$ cat src/rtl/instr_fetch.sv
// ---------------------------------------------------------------------------
// instr_fetch
//
// Instruction fetch stage. It issues word reads to a synchronous instruction
// memory, captures each returned word one cycle after the request, and
// buffers it in a 2-entry in-order FIFO. The head of the FIFO is presented
// to decode from registers.
//
// A fetched word of all zeros stops the stage (HALT). Only a redirect
// restarts fetching. Words already buffered still drain to decode.
//
// Ports:
//   clk            in   clock, rising edge
//   rst_n          in   asynchronous active-low reset
//   imem_adr       out  byte address presented to instruction memory
//   imem_load      out  memory write enable (always 0)
//   imem_in        out  memory write data (always 0)
//   imem_out       in   memory read data, valid the cycle after the request
//   imem_done      in   memory ready; requests issue only while high
//   redirect_valid in   branch/jump redirect strobe
//   redirect_pc    in   redirect target (low two bits ignored)
//   if_valid       out  instruction available to decode
//   if_pc          out  byte address of the presented instruction
//   if_instr       out  presented instruction word
//   id_ready       in   decode accepts the presented instruction
// ---------------------------------------------------------------------------
module instr_fetch #(
  parameter logic [31:0] RESET_PC = 32'h0000_0000,
  parameter int          MEM_SIZE = 1024
) (
  input  logic        clk,
  input  logic        rst_n,
  output logic [31:0] imem_adr,
  output logic        imem_load,
  output logic [31:0] imem_in,
  input  logic [31:0] imem_out,
  input  logic        imem_done,
  input  logic        redirect_valid,
  input  logic [31:0] redirect_pc,
  output logic        if_valid,
  output logic [31:0] if_pc,
  output logic [31:0] if_instr,
  input  logic        id_ready
);

  typedef enum logic {RUN, HALT} state_t;

  localparam logic [31:0] LAST_PC = 32'(MEM_SIZE * 4 - 4);

  state_t      state;
  logic        inflight;
  logic [31:0] inflight_pc;

  // Second FIFO slot. The head slot is the if_valid/if_pc/if_instr registers.
  logic        v1;
  logic [31:0] pc1;
  logic [31:0] instr1;

  logic [1:0]  count;
  logic [1:0]  reserve;
  logic        pop;
  logic        issue;
  logic        capture;
  logic        push;
  logic        halt_hit;
  logic [31:0] next_pc;

  logic        h_v;
  logic [31:0] h_pc;
  logic [31:0] h_instr;
  logic        t_v;
  logic [31:0] t_pc;
  logic [31:0] t_instr;

  assign imem_load = 1'b0;
  assign imem_in   = 32'h0;

  assign count   = {1'b0, if_valid} + {1'b0, v1};
  assign pop     = if_valid & id_ready;
  // The issue rule counts the word still in flight, so the FIFO always has a
  // free slot for every word that returns.
  assign reserve = count + {1'b0, inflight} - {1'b0, pop};
  assign issue   = (state == RUN) && imem_done && (reserve < 2'd2) && !redirect_valid;

  // Words returning after a halt belong to the path past the halt point and
  // are dropped. A redirect squashes the word returning in the same cycle.
  assign capture  = inflight && (state == RUN) && !redirect_valid;
  assign push     = capture && (imem_out != 32'h0);
  assign halt_hit = capture && (imem_out == 32'h0);

  assign next_pc = (imem_adr >= LAST_PC) ? 32'h0 : imem_adr + 32'd4;

  // Next FIFO contents: retire the head on a transfer, shift the tail up,
  // then place a newly captured word in the first free slot. A redirect
  // empties both slots after the transfer has completed.
  always_comb begin
    h_v     = if_valid;
    h_pc    = if_pc;
    h_instr = if_instr;
    t_v     = v1;
    t_pc    = pc1;
    t_instr = instr1;
    if (pop) begin
      h_v = v1;
      if (v1) begin
        h_pc    = pc1;
        h_instr = instr1;
      end
      t_v = 1'b0;
    end
    if (redirect_valid) begin
      h_v = 1'b0;
      t_v = 1'b0;
    end else if (push) begin
      if (!h_v) begin
        h_v     = 1'b1;
        h_pc    = inflight_pc;
        h_instr = imem_out;
      end else begin
        t_v     = 1'b1;
        t_pc    = inflight_pc;
        t_instr = imem_out;
      end
    end
  end

  // Fetch control FSM. imem_adr doubles as the fetch PC: it always holds the
  // address of the request that may issue in the current cycle.
  always_ff @(posedge clk or negedge rst_n) begin
    if (!rst_n) begin
      state       <= RUN;
      imem_adr    <= RESET_PC;
      inflight    <= 1'b0;
      inflight_pc <= 32'h0;
      if_valid    <= 1'b0;
      if_pc       <= 32'h0;
      if_instr    <= 32'h0;
      v1          <= 1'b0;
      pc1         <= 32'h0;
      instr1      <= 32'h0;
    end else begin
      if_valid <= h_v;
      if_pc    <= h_pc;
      if_instr <= h_instr;
      v1       <= t_v;
      pc1      <= t_pc;
      instr1   <= t_instr;
      if (redirect_valid) begin
        state    <= RUN;
        imem_adr <= {redirect_pc[31:2], 2'b00};
        inflight <= 1'b0;
      end else begin
        inflight <= issue;
        if (issue) begin
          inflight_pc <= imem_adr;
          imem_adr    <= next_pc;
        end
        if (halt_hit) begin
          state <= HALT;
        end
      end
    end
  end

endmodule

$ cat config.mk
export PLATFORM = sky130hd
export DESIGN_NAME = instr_fetch
export DESIGN_NICKNAME = d
export VERILOG_FILES = /design/src/rtl/instr_fetch.sv
export SDC_FILE = /design/constraint.sdc
export NUM_CORES = 1
export LEC_CHECK = 0
export BUFFER_PORTS_ARGS = -buffer_cell sky130_fd_sc_hd__buf_2
export CORE_MARGIN = 2
export CORE_UTILIZATION = 54
export DETAILED_ROUTE_END_ITERATION = 10
export GPL_ROUTABILITY_DRIVEN = 0
export GPL_TIMING_DRIVEN = 0
export PLACE_DENSITY_LB_ADDON = 0.05
export SLEW_MARGIN = 10
export SYNTH_ARGS = -nofsm -noshare
export SYNTH_HDL_FRONTEND = slang
export SYNTH_SLANG_ARGS = --single-unit
$ cat constraint.sdc
create_clock -name clk -period 3 [get_ports clk]
set_input_delay 0.6 -clock clk [delete_from_list [all_inputs] [get_ports clk]]
set_output_delay 0.6 -clock clk [all_outputs]
set_load 0.01 [all_outputs]
Word level (Yosys, flattened, before mapping)
Cells that the tools add are included. W data, S select, Z words.

Flip-flop bits (word level): 196. Output and inout port bits: 130. Word-level logic and storage cells: 56.

Add/subtract/negate cells: 4. Magnitude comparators: 2. Muxes and demuxes: 23. Bitwise logic cells: 3. Reduce and logical (&&, ||, !) cells: 14.

Operators by type and width (number): $mux W32 (13); $add A32 B3 Y32 const B (1); $ge A32 B12 Y1 const B (1); $logic_not A32 Y1 (1); $reduce_bool A32 Y1 (1); $mux W1 (10); $logic_and A1 B1 Y1 (7); $reduce_bool A2 Y1 (2); $reduce_and A3 Y1 (1); $add A1 B1 Y2 (1); $add A2 B1 Y2 (1); $lt A2 B2 Y1 const B (1); $not A1 Y1 (2); $reduce_and A2 Y1 (1); $sub A2 B1 Y2 (1); $and A1 B1 Y1 (1); $logic_not A1 Y1 (1).

Depth between registers and ports, before layout
Gate-level depths: netlist of run 1.

Depth after elaboration: 8. Depth in mapped cells: 11.

Worst setup path after synthesis of run 1
Ideal clock, no wire load.

Path kind: input to register. Start point: input port id_ready. End point: register imem_adr[6]. Setup time: 0.138 ns. Arrival: 2.418 ns. Data required time: 2.862 ns. Setup slack: 0.444 ns. Stages: 11. Buffers on the path: 1. Cell sequence: nand2_1 -> inv_1 -> ha_1 -> inv_1 -> ha_1 -> a21oi_1 -> mux2i_1 -> clkbuf_1 -> nor2_1 -> o22ai_1 -> o21ai_0.

Cells in the longest elaborated chain, start to end: 6.

RTL lines: start: declaration (line 43) `input logic id_ready`; $and A1 B1 Y1 (line 79) `assign pop = if_valid & id_ready;`; $sub A2 B1 Y2 (line 82) `assign reserve = count + {1'b0, inflight} - {1'b0, pop};`; $lt A2 B2 Y1 (line 83) `assign issue = (state == RUN) && imem_done && (reserve < 2'd2) && !redirect_valid;`; $logic_and A1 B1 Y1 (2 in series) (line 83); $reduce_bool A2 Y1 (no line); end signal: assignment (line 150) `imem_adr <= {redirect_pc[31:2], 2'b00};`; end signal: assignment (line 156) `imem_adr <= next_pc;`; end: declaration (line 33) `output logic [31:0] imem_adr,`.

Every way passes these cells. A chain may end at the register's enable or synchronous reset.

Worst setup path after layout of run 1
Start point: register if_valid. End point: register imem_adr[19].

Cells in the longest elaborated chain, start to end: 7. Elaborated cells on any way between the ends: 8. Those cells by class: add/sub (3); order compare (1); bitwise (1); reduce/logical (3).

RTL lines: start: declaration (line 40) `output logic if_valid,`; start signal: assignment (line 142) `if_valid <= h_v;`; $add A1 B1 Y2 (line 78) `assign count = {1'b0, if_valid} + {1'b0, v1};`; $add A2 B1 Y2 (line 82); $sub A2 B1 Y2 * (line 82); $lt A2 B2 Y1 * (line 83); $logic_and A1 B1 Y1 * (2 in series) (line 83); $reduce_bool A2 Y1 (no line) *.

Every way passes the cells marked *; elsewhere a longest branch is shown, timed or not.

==> impl_metrics.tcl, run 1 <==
set metrics [dict create \
    synthCells 645 \
    fin_crit_ns 2.89 \
    ctsHoldBuffers 0 \
    yosysTopAreaCellShare 0.539 \
    clock_latency_ns 0.43 \
    clk_pin_slew_ns 0.07 \
    via_per_inst 5.33 \
    ys.flop_type "dfrtp_1" \
    hold_class "in -> async" \
    setup_violations 0 \
    die_w_um 132 \
    die_y_um 132 \
    status "finished clean" \
    cts_tree "yes" \
    grt.total_usage 0.232 \
    place_inst 1057 \
    ys_ff_latch 190 \
    fp.coreArea_sq_um 15900 \
    cp_cell_sequence "nand2_1, inv_1, ha_1, inv_1, ha_1, a21oi_1, mux2i_1, o21ai_1, clkbuf_1, o21ai_0" \
    critPathKind "reg -> reg" \
    syn_area_sq_um 8830 \
    end_kind "flop" \
    drv_slew 0 \
    post_route_cells_drive_above_1_share 0.537 \
    drcViolationCount 0 \
    synth-async-reset-ratio 1.00 \
    die-area_sq_um 17400 \
    rsz0062_at_grt "true" \
    drtIter0Drc 284 \
    slowest_stage "o21ai_1" \
    synthTopCellsByArea "dfrtp_1 (54%), mux2_2 (20%), mux2_4 (9.9%), buf_4 (3.1%), nand2_1 (1.9%)" \
    synth_area_leader_cell "dfrtp_1" \
    ys_warn_count 0 \
    skew_ns 0.00743 \
    syn_avg_cell_area_sq_um 13.7 \
    hold_viol_final 0 \
    synth-seq-area-share 0.539 \
    grt_pass1_vias 6062 \
    crit_arrival_ns 3.18 \
    cts-root-buf "clkbuf_16" \
    vias 5801 \
    diodes 0 \
    synth-edff-count 0 \
    clock_sinks 190 \
    max_stage_delay_ns 0.53 \
    slew_headroom 0.477 \
    worst-path-buf-inv 3 \
    drt_pass1_iterations 4 \
    crit_required_ns 3.29 \
    synth_top_family_by_area "multiplexers" \
    hpwlAfterDp_mm 14.0 \
    p_leak_nw 5.37 \
    power_density_nw_per_um2 698 \
    start_util 0.554 \
    grt_pass1_wl_mm 32.0 \
    placed_area_sq_um 10100 \
    synth_xor_area_frac 0.00198 \
    synthMuxAreaShare 0.304 \
    synthTopCellsByCount "dfrtp_1 (190), mux2_2 (160), mux2_4 (58)" \
    fmax_mhz 346 \
    synthSimpleGateAreaFrac 0.0584 \
    synth-compound-area-share 0.0378 \
    tightest_slew_ns 0.780 \
    ir_worst_vdd_v 0.000404 \
    whs_ns 0.174 \
    stdcell_count 1088 \
    crit_fanout 10 \
    cap_violations 0 \
    post_cts_buffers 0 \
    ys_types 47 \
    clockBufferDepth 2 \
    pin_count 199 \
    routedWlPerCell_um 17.9 \
    cts_buffers 17 \
    synth_most_common_cell "dfrtp_1" \
    antenna_found_initial 1 \
    grt_max_degree 98 \
    io_buffers 161 \
    row_count 46 \
    finalCritPeriodShare 0.963 \
    overflow 0 \
    nets 932 \
    synth_adder_area_share 0.00425 \
    area_delta_synth_final_pct 21.5 \
    drt-total-wl_mm 19.4 \
    design_area_sq_um 10700 \
    path_delay_family "compound AO/OA/AOI/OAI gates" \
    start_kind "flop" \
    final_antenna_net_count 0 \
    htree_num_levels 4 \
]
## timing repair
action,4_1_cts,5_1_grt
setup endpoints to repair,0,14
endpoints found under the hold margin,0,0
gates resized for setup,0,2
## cells in the final DEF (no fill, tap or decap), types with 5 or more instances in the layout
| cell type | Yosys | layout |
|---|---|---|
| dfrtp_1 | 190 | 190 |
| buf_2 | 9 | 169 |
| mux2_2 | 160 | 160 |
| mux2_4 | 58 | 58 |
| nand2_1 | 45 | 45 |
| buf_4 | 36 | 36 |
| conb_1 | 1 | 35 |
| o21ai_0 | 28 | 28 |
| clkbuf_16 | 0 | 17 |
| nor4_1 | 14 | 14 |
| inv_1 | 12 | 12 |
| clkbuf_1 | 13 | 12 |
| a21oi_1 | 8 | 8 |
| buf_6 | 6 | 6 |
| nor2_1 | 6 | 6 |
| nor3_1 | 5 | 5 |
| bufinv_16 | 0 | 5 |
## worst paths after layout
check	from	to	slack, ns	cells past startpoint
setup reg to reg	if_valid	imem_adr[19]	0.11	10
setup / recovery	if_valid	imem_adr[19]	0.11	10
max in group asynchronous	rst_n	inflight_pc[4]	1.95	2
min in group clk	redirect_pc[16]	imem_adr[16]	0.38	3
hold / removal	rst_n	if_pc[24]	0.17	1
hold reg to reg	instr1[14]	instr1[14]	0.50	1
## flip-flops by register name, summed over array words and instances (netlist names)
register     cells
if_instr        32
inflight         1
if_pc           32
imem_adr        30
v1               1
instr1          32
pc1             30
if_valid         1
state            1
inflight_pc     30
## metrics by stage
| step | TNS, ns | total power [mW] | worst slack (ns) | utilization |
|---|---|---|---|---|
| final | 0 | 7.49 | 0.110 | 0.673 |
| after floorplan | 0 | 4.42 | 0.444 | - |
| after global placement | -307.44 | 4.95 | -1.63 | 0.629 |
| after CTS | 0 | 7.55 | 0.0678 | 0.673 |
| after detailed placement | -2.06 | 5.04 | -0.191 | 0.632 |
| after global routing | -0.876 | 7.85 | -0.108 | 0.673 |
## final cells by class
| type | count | area (sq um) |
|---|---|---|
| fillers | 1220 | 5210 |
| inverters | 12 | 45.0 |
| plain buffers | 65 | 438 |
| clock inverters | 12 | 206 |
| multi-input cells | 412 | 3720 |
| well taps | 216 | 270 |
| flip-flops and latches | 190 | 4750 |
| clock buffers | 19 | 453 |
| repair buffers | 162 | 843 |
## metal layers
| metal | routed length [um] | GRT usage |
|---|---|---|
| met5 | 11 | 0 |
| met4 | 276 | 0.0694 |
| met3 | 1030 | 0.0619 |
| met2 | 9730 | 0.385 |
| met1 | 8400 | 0.301 |
## where the power goes
part	switching, mW	total (mW)	internal (mW)	leakage (nW)
clock	0.974	2.50	1.53	0.308
combinational	0.669	1.63	0.966	2.63
sequential	0.296	3.35	3.06	2.43
## logic make-up (layout without fill, tap and decap cells)
group	Yosys count	in the layout
buf+inv	77	270
flops	190	190
simple gates	96	96
xor+xnor	2	2
compound gates	57	57
mux	219	219
fa+ha+maj	3	3
other cells	1	35
Power figures use the tool's default switching activity.
==> run 2, diff against run 1 <==
--- a/config.mk
+++ b/config.mk
@@ -7,7 +7,8 @@
 export LEC_CHECK = 0
 export BUFFER_PORTS_ARGS = -buffer_cell sky130_fd_sc_hd__buf_2
 export CORE_MARGIN = 2
-export CORE_UTILIZATION = 54
+export CORE_UTILIZATION = 56
+export CTS_BUF_LIST = sky130_fd_sc_hd__clkbuf_8
 export DETAILED_ROUTE_END_ITERATION = 10
 export GPL_ROUTABILITY_DRIVEN = 0
 export GPL_TIMING_DRIVEN = 0
==> impl_metrics.tcl, run 2 (same netlist as run 1, synthesis figures left out) <==
set metrics [dict create \
    post_route_cells_drive_above_1_share 0.540 \
    fin_crit_ns 2.74 \
    drv_slew 0 \
    topRoutingLayerUsed "met4" \
    final_antenna_net_count 0 \
    grt_pass1_vias 6044 \
    slowest_stage "dfrtp_1" \
    finalCritPeriodShare 0.914 \
    routedWlPerCell_um 17.9 \
    vias 5781 \
    drt-total-wl_mm 19.5 \
    p_total_mw 6.74 \
    p_leak_nw 5.26 \
    crit_fanout 10 \
    max_stage_delay_ns 0.42 \
    power_density_nw_per_um2 642 \
    path_delay_family "compound AO/OA/AOI/OAI gates" \
    drt_pass1_iterations 4 \
    clock_latency_ns 0.47 \
    status "finished clean" \
    placed_area_sq_um 10100 \
    skew_ns 0.00900 \
    rsz0062_at_grt "false" \
    end_kind "flop" \
    die-area_sq_um 16800 \
    hold_class "in -> async" \
    row_count 45 \
    worst-path-buf-inv 3 \
    grt_max_degree 111 \
    fp.coreArea_sq_um 15300 \
    final_cell_mix "dfrtp_1 (190), buf_2 (169), mux2_2 (160)" \
    m1WireLength_mm 8.30 \
    hpwlAfterDp_mm 14.0 \
    grt.total_usage 0.241 \
    finish.utilization 0.685 \
    start_kind "flop" \
    stdcell_count 1086 \
    io_buffers 161 \
    nets 932 \
    wl_met2_mm 9.61 \
    cts_tree "yes" \
    pin_count 199 \
    clk_pin_slew_ns 0.10 \
    layout_commonest_cell "dfrtp_1" \
    cp_cell_sequence "nand2_1, inv_1, ha_1, inv_1, ha_1, a21oi_1, mux2i_2, o21ai_2, clkbuf_1, o21ai_0" \
    ctsHoldBuffers 0 \
    cts-root-buf "clkbuf_8" \
    hold_viol_final 0 \
    timing.final.ws_setup_ns 0.257 \
    clock_sinks 190 \
    die_y_um 130 \
    crit_required_ns 3.33 \
    crit_arrival_ns 3.07 \
    fmax_mhz 365 \
    grt_pass1_wl_mm 30.9 \
    htree_num_levels 4 \
    overflow 0 \
    area_delta_synth_final_pct 18.9 \
    cts_buffers 17 \
    cap_violations 0 \
    start_util 0.576 \
    tightest_slew_ns 0.779 \
    clockBufferDepth 2 \
    ir_worst_vdd_v 0.000411 \
    dp_slack_ns -0.221 \
    wl_met3_mm 1.22 \
    place_inst 1052 \
    die_w_um 130 \
    largestRegisters "if_instr: 32 flops, if_pc: 32 flops, instr1: 32 flops" \
    critPathKind "reg -> reg" \
    drtIter0Drc 229 \
    antenna_found_initial 2 \
    design_area_sq_um 10500 \
    slew_headroom 0.478 \
    drcViolationCount 0 \
    setup_violations 0 \
    via_per_inst 5.32 \
]
[run 2: area by class of cell]
class                      count  area, sq um
inverter                      12         45.0
buffer                        65          438
clock inverter                14          168
clock buffer                  18          248
sequential                   190         4750
tap                          211          264
timing repair buffer         162          843
fill                        1197         4820
multi-input combinational    412         3730
antenna                        2         5.00
[run 2: path summary, 6_finish.rpt]
| path | startpoint | to | slack (ns) | cells past startpoint |
|---|---|---|---|---|
| worst min register to register | instr1[18] | instr1[18] | 0.51 | 1 |
| min in group clk | redirect_pc[12] | imem_adr[12] | 0.34 | 3 |
| worst max register to register | if_valid | imem_adr[21] | 0.26 | 10 |
| worst min-delay path | rst_n | if_instr[6] | 0.07 | 1 |
| worst max-delay path | if_valid | imem_adr[21] | 0.26 | 10 |
| max in group asynchronous | rst_n | if_pc[9] | 1.97 | 2 |
[run 2: per-stage QoR]
stage	TNS, ns	hold WS, ns
floorplan	0	0.304
global placement	-296.13	0.485
detailed placement	-2.47	0.492
CTS	0	0.0985
global route	0	0.0998
finish	0	0.0744
[run 2: where the power goes]
| group | internal, mW | total (mW) | switching (mW) |
|---|---|---|---|
| logic | 0.966 | 1.63 | 0.663 |
| registers | 3.05 | 3.36 | 0.303 |
| clock network | 0.844 | 1.75 | 0.909 |
| total | 4.86 | 6.74 | 1.88 |
[run 2: per-layer routing]
metal  vias to the layer above  global-route usage
li1                       2671                   -
met1                      2910               0.310
met2                       171               0.397
met3                        29              0.0607
met4                         0              0.0892
met5                         -                   0
[run 2: worst register-to-register path, cell delays in order (launching register included)]
cell	delay (ns)
dfrtp_1	0.42
nand2_1	0.11
inv_1	0.06
ha_1	0.26
inv_1	0.04
ha_1	0.27
a21oi_1	0.33
mux2i_2	0.20
o21ai_2	0.38
clkbuf_1	0.39
o21ai_0	0.17
[run 2: repair_timing]
action,4_1_cts,5_1_grt
buffers inserted,0,0
setup endpoints to repair,0,17
resized for setup,0,6
==> run 3, diff against run 2 <==
==> constraint.sdc (replaced) <==
create_clock -name clk -period 3.1 [get_ports clk]
set_input_delay 0 -clock clk [delete_from_list [all_inputs] [get_ports clk]]
set_output_delay 0 -clock clk [all_outputs]
set_load 0.01 [all_outputs]
==> impl_metrics.tcl, run 3 (same netlist as run 1, synthesis figures left out) <==
set metrics [dict create \
    status "finished clean" \
    die_w_um 130 \
    row_count 45 \
    vias 6027 \
    crit_fanout 5 \
    p_total_mw 6.60 \
    design_area_sq_um 11100 \
    hpwlAfterDp_mm 14.0 \
    clk_pin_slew_ns 0.10 \
    worstRegToRegCells 10 \
    routedWlPerCell_um 17.7 \
    slew_headroom 0.425 \
    skew_ns 0.00943 \
    pin_count 199 \
    regArea_sq_um 4750 \
    fmax_mhz 344 \
    cts_buffers 17 \
    worstReg2RegEnd "imem_adr[14]" \
    area_delta_synth_final_pct 26.0 \
    via_per_inst 5.25 \
    clock_sinks 190 \
    rsz0062_at_grt "false" \
    fin_crit_ns 2.90 \
    post_route_cells_drive_above_1_share 0.501 \
    largestRegisters "if_instr: 32 flops, if_pc: 32 flops, instr1: 32 flops" \
    antenna_found_initial 1 \
    grt_pass1_wl_mm 32.5 \
    layout_commonest_cell "dfrtp_1" \
    nets 996 \
    setup_violations 0 \
    ir_worst_vdd_v 0.000399 \
    grt_pass1_vias 6383 \
    grt_max_degree 111 \
    fillers 1122 \
    htree_num_levels 4 \
    drtIter0Drc 273 \
    rr_startpoint "if_valid" \
    overflow 0 \
    drcViolationCount 0 \
    hold_class "in -> async" \
    start_kind "flop" \
    hold_viol_final 0 \
    whs_ns 0.0749 \
    cts_tree "yes" \
    max_stage_delay_ns 0.78 \
    cts-root-buf "clkbuf_8" \
    cap_violations 0 \
    placed_area_sq_um 10100 \
    slowest_stage "a211oi_1" \
    drt-total-wl_mm 20.4 \
    critPathKind "reg -> reg" \
    grt.total_usage 0.251 \
    end_kind "flop" \
    post_cts_buffers 0 \
    final_antenna_net_count 0 \
    die_y_um 130 \
    die-area_sq_um 16800 \
    drt_pass1_iterations 4 \
    finalCritPeriodShare 0.937 \
    rrSetupSlack_ns 0.20 \
    cp_cell_sequence "nand2_1, inv_1, ha_1, inv_1, ha_1, a21oi_1, mux2i_1, a211oi_1, a41oi_1, o21ai_0" \
    multi_input_area_sq_um 3720 \
    fp.coreArea_sq_um 15300 \
    critical_path.startpoint "if_valid" \
    io_buffers 161 \
    start_util 0.576 \
    crit_arrival_ns 3.29 \
    drv_slew 0 \
    tightest_slew_ns 0.858 \
    crit_required_ns 3.49 \
    final_cell_mix "dfrtp_1 (190), buf_2 (169), mux2_2 (160)" \
    clockBufferDepth 2 \
    power_density_nw_per_um2 593 \
    p_leak_nw 5.53 \
    clock_latency_ns 0.47 \
]
-- run 3: changes by cell type in the layout (fill, tap and decap cells not counted) --
cell,delta
dlygate4sd3_1,+64
a211oi_1,+1
a211oi_2,-1
diode_2,-1
mux2i_1,+1
mux2i_2,-1
-- run 3: timing repair --
action | CTS | global route
hold endpoints to repair | 176 | 0
gates resized for setup | 0 | 4
hold buffers | 64 | 0
setup endpoints to repair | 0 | 13
-- run 3: worst max-delay path by stage --
stage | to | slack [ns]
final | imem_adr[14] | 0.20
after global routing | imem_adr[14] | 0.05
after CTS | imem_adr[23] | 0.15
after detailed placement | imem_adr[23] | 0.17
after global placement | if_pc[7] | -0.86
after floorplan | imem_adr[6] | 0.71
-- run 3: cell type report --
class,count,area share
repair buffers,226,0.133
plain buffers,65,0.0394
diodes,1,0.000225
inverters,12,0.00405
clock inverters,14,0.0151
well taps,211,0.0237
multi-input cells,412,0.335
flip-flops and latches,190,0.427
clock buffers,18,0.0223
-- run 3: metal layers --
metal | share of wire | vias to the layer above | track usage
li1 | - | 2789 | -
met1 | 0.43 | 3033 | 0.322
met2 | 0.50 | 181 | 0.428
met3 | 0.053 | 24 | 0.0520
met4 | 0.013 | 0 | 0.0873
met5 | 0 | - | 0
-- run 3: power breakdown --
part	switching, mW	internal, mW	total, mW
clock network	0.886	0.817	1.70
registers	0.297	2.95	3.25
logic	0.659	0.987	1.65
-- run 3: per-stage QoR --
stage | utilization | setup WS [ns] | setup TNS (ns) | instances
after CTS | 0.726 | 0.149 | 0 | 1148
after global routing | 0.726 | 0.0476 | 0 | 1148
after detailed placement | 0.657 | 0.174 | 0 | 1052
after floorplan | - | 0.708 | 0 | 679
after global placement | 0.655 | -0.864 | -162.05 | 1051
final | 0.726 | 0.197 | 0 | 1149
-- run 3: worst max-delay path: cells and delay by family (launching register included) --
kind / cells / cell delay [ns]
compound gates: 4 / 1.44
fa+ha+maj: 2 / 0.53
mux: 1 / 0.23
flops: 1 / 0.42
simple gates: 1 / 0.10
buf+inv: 2 / 0.10
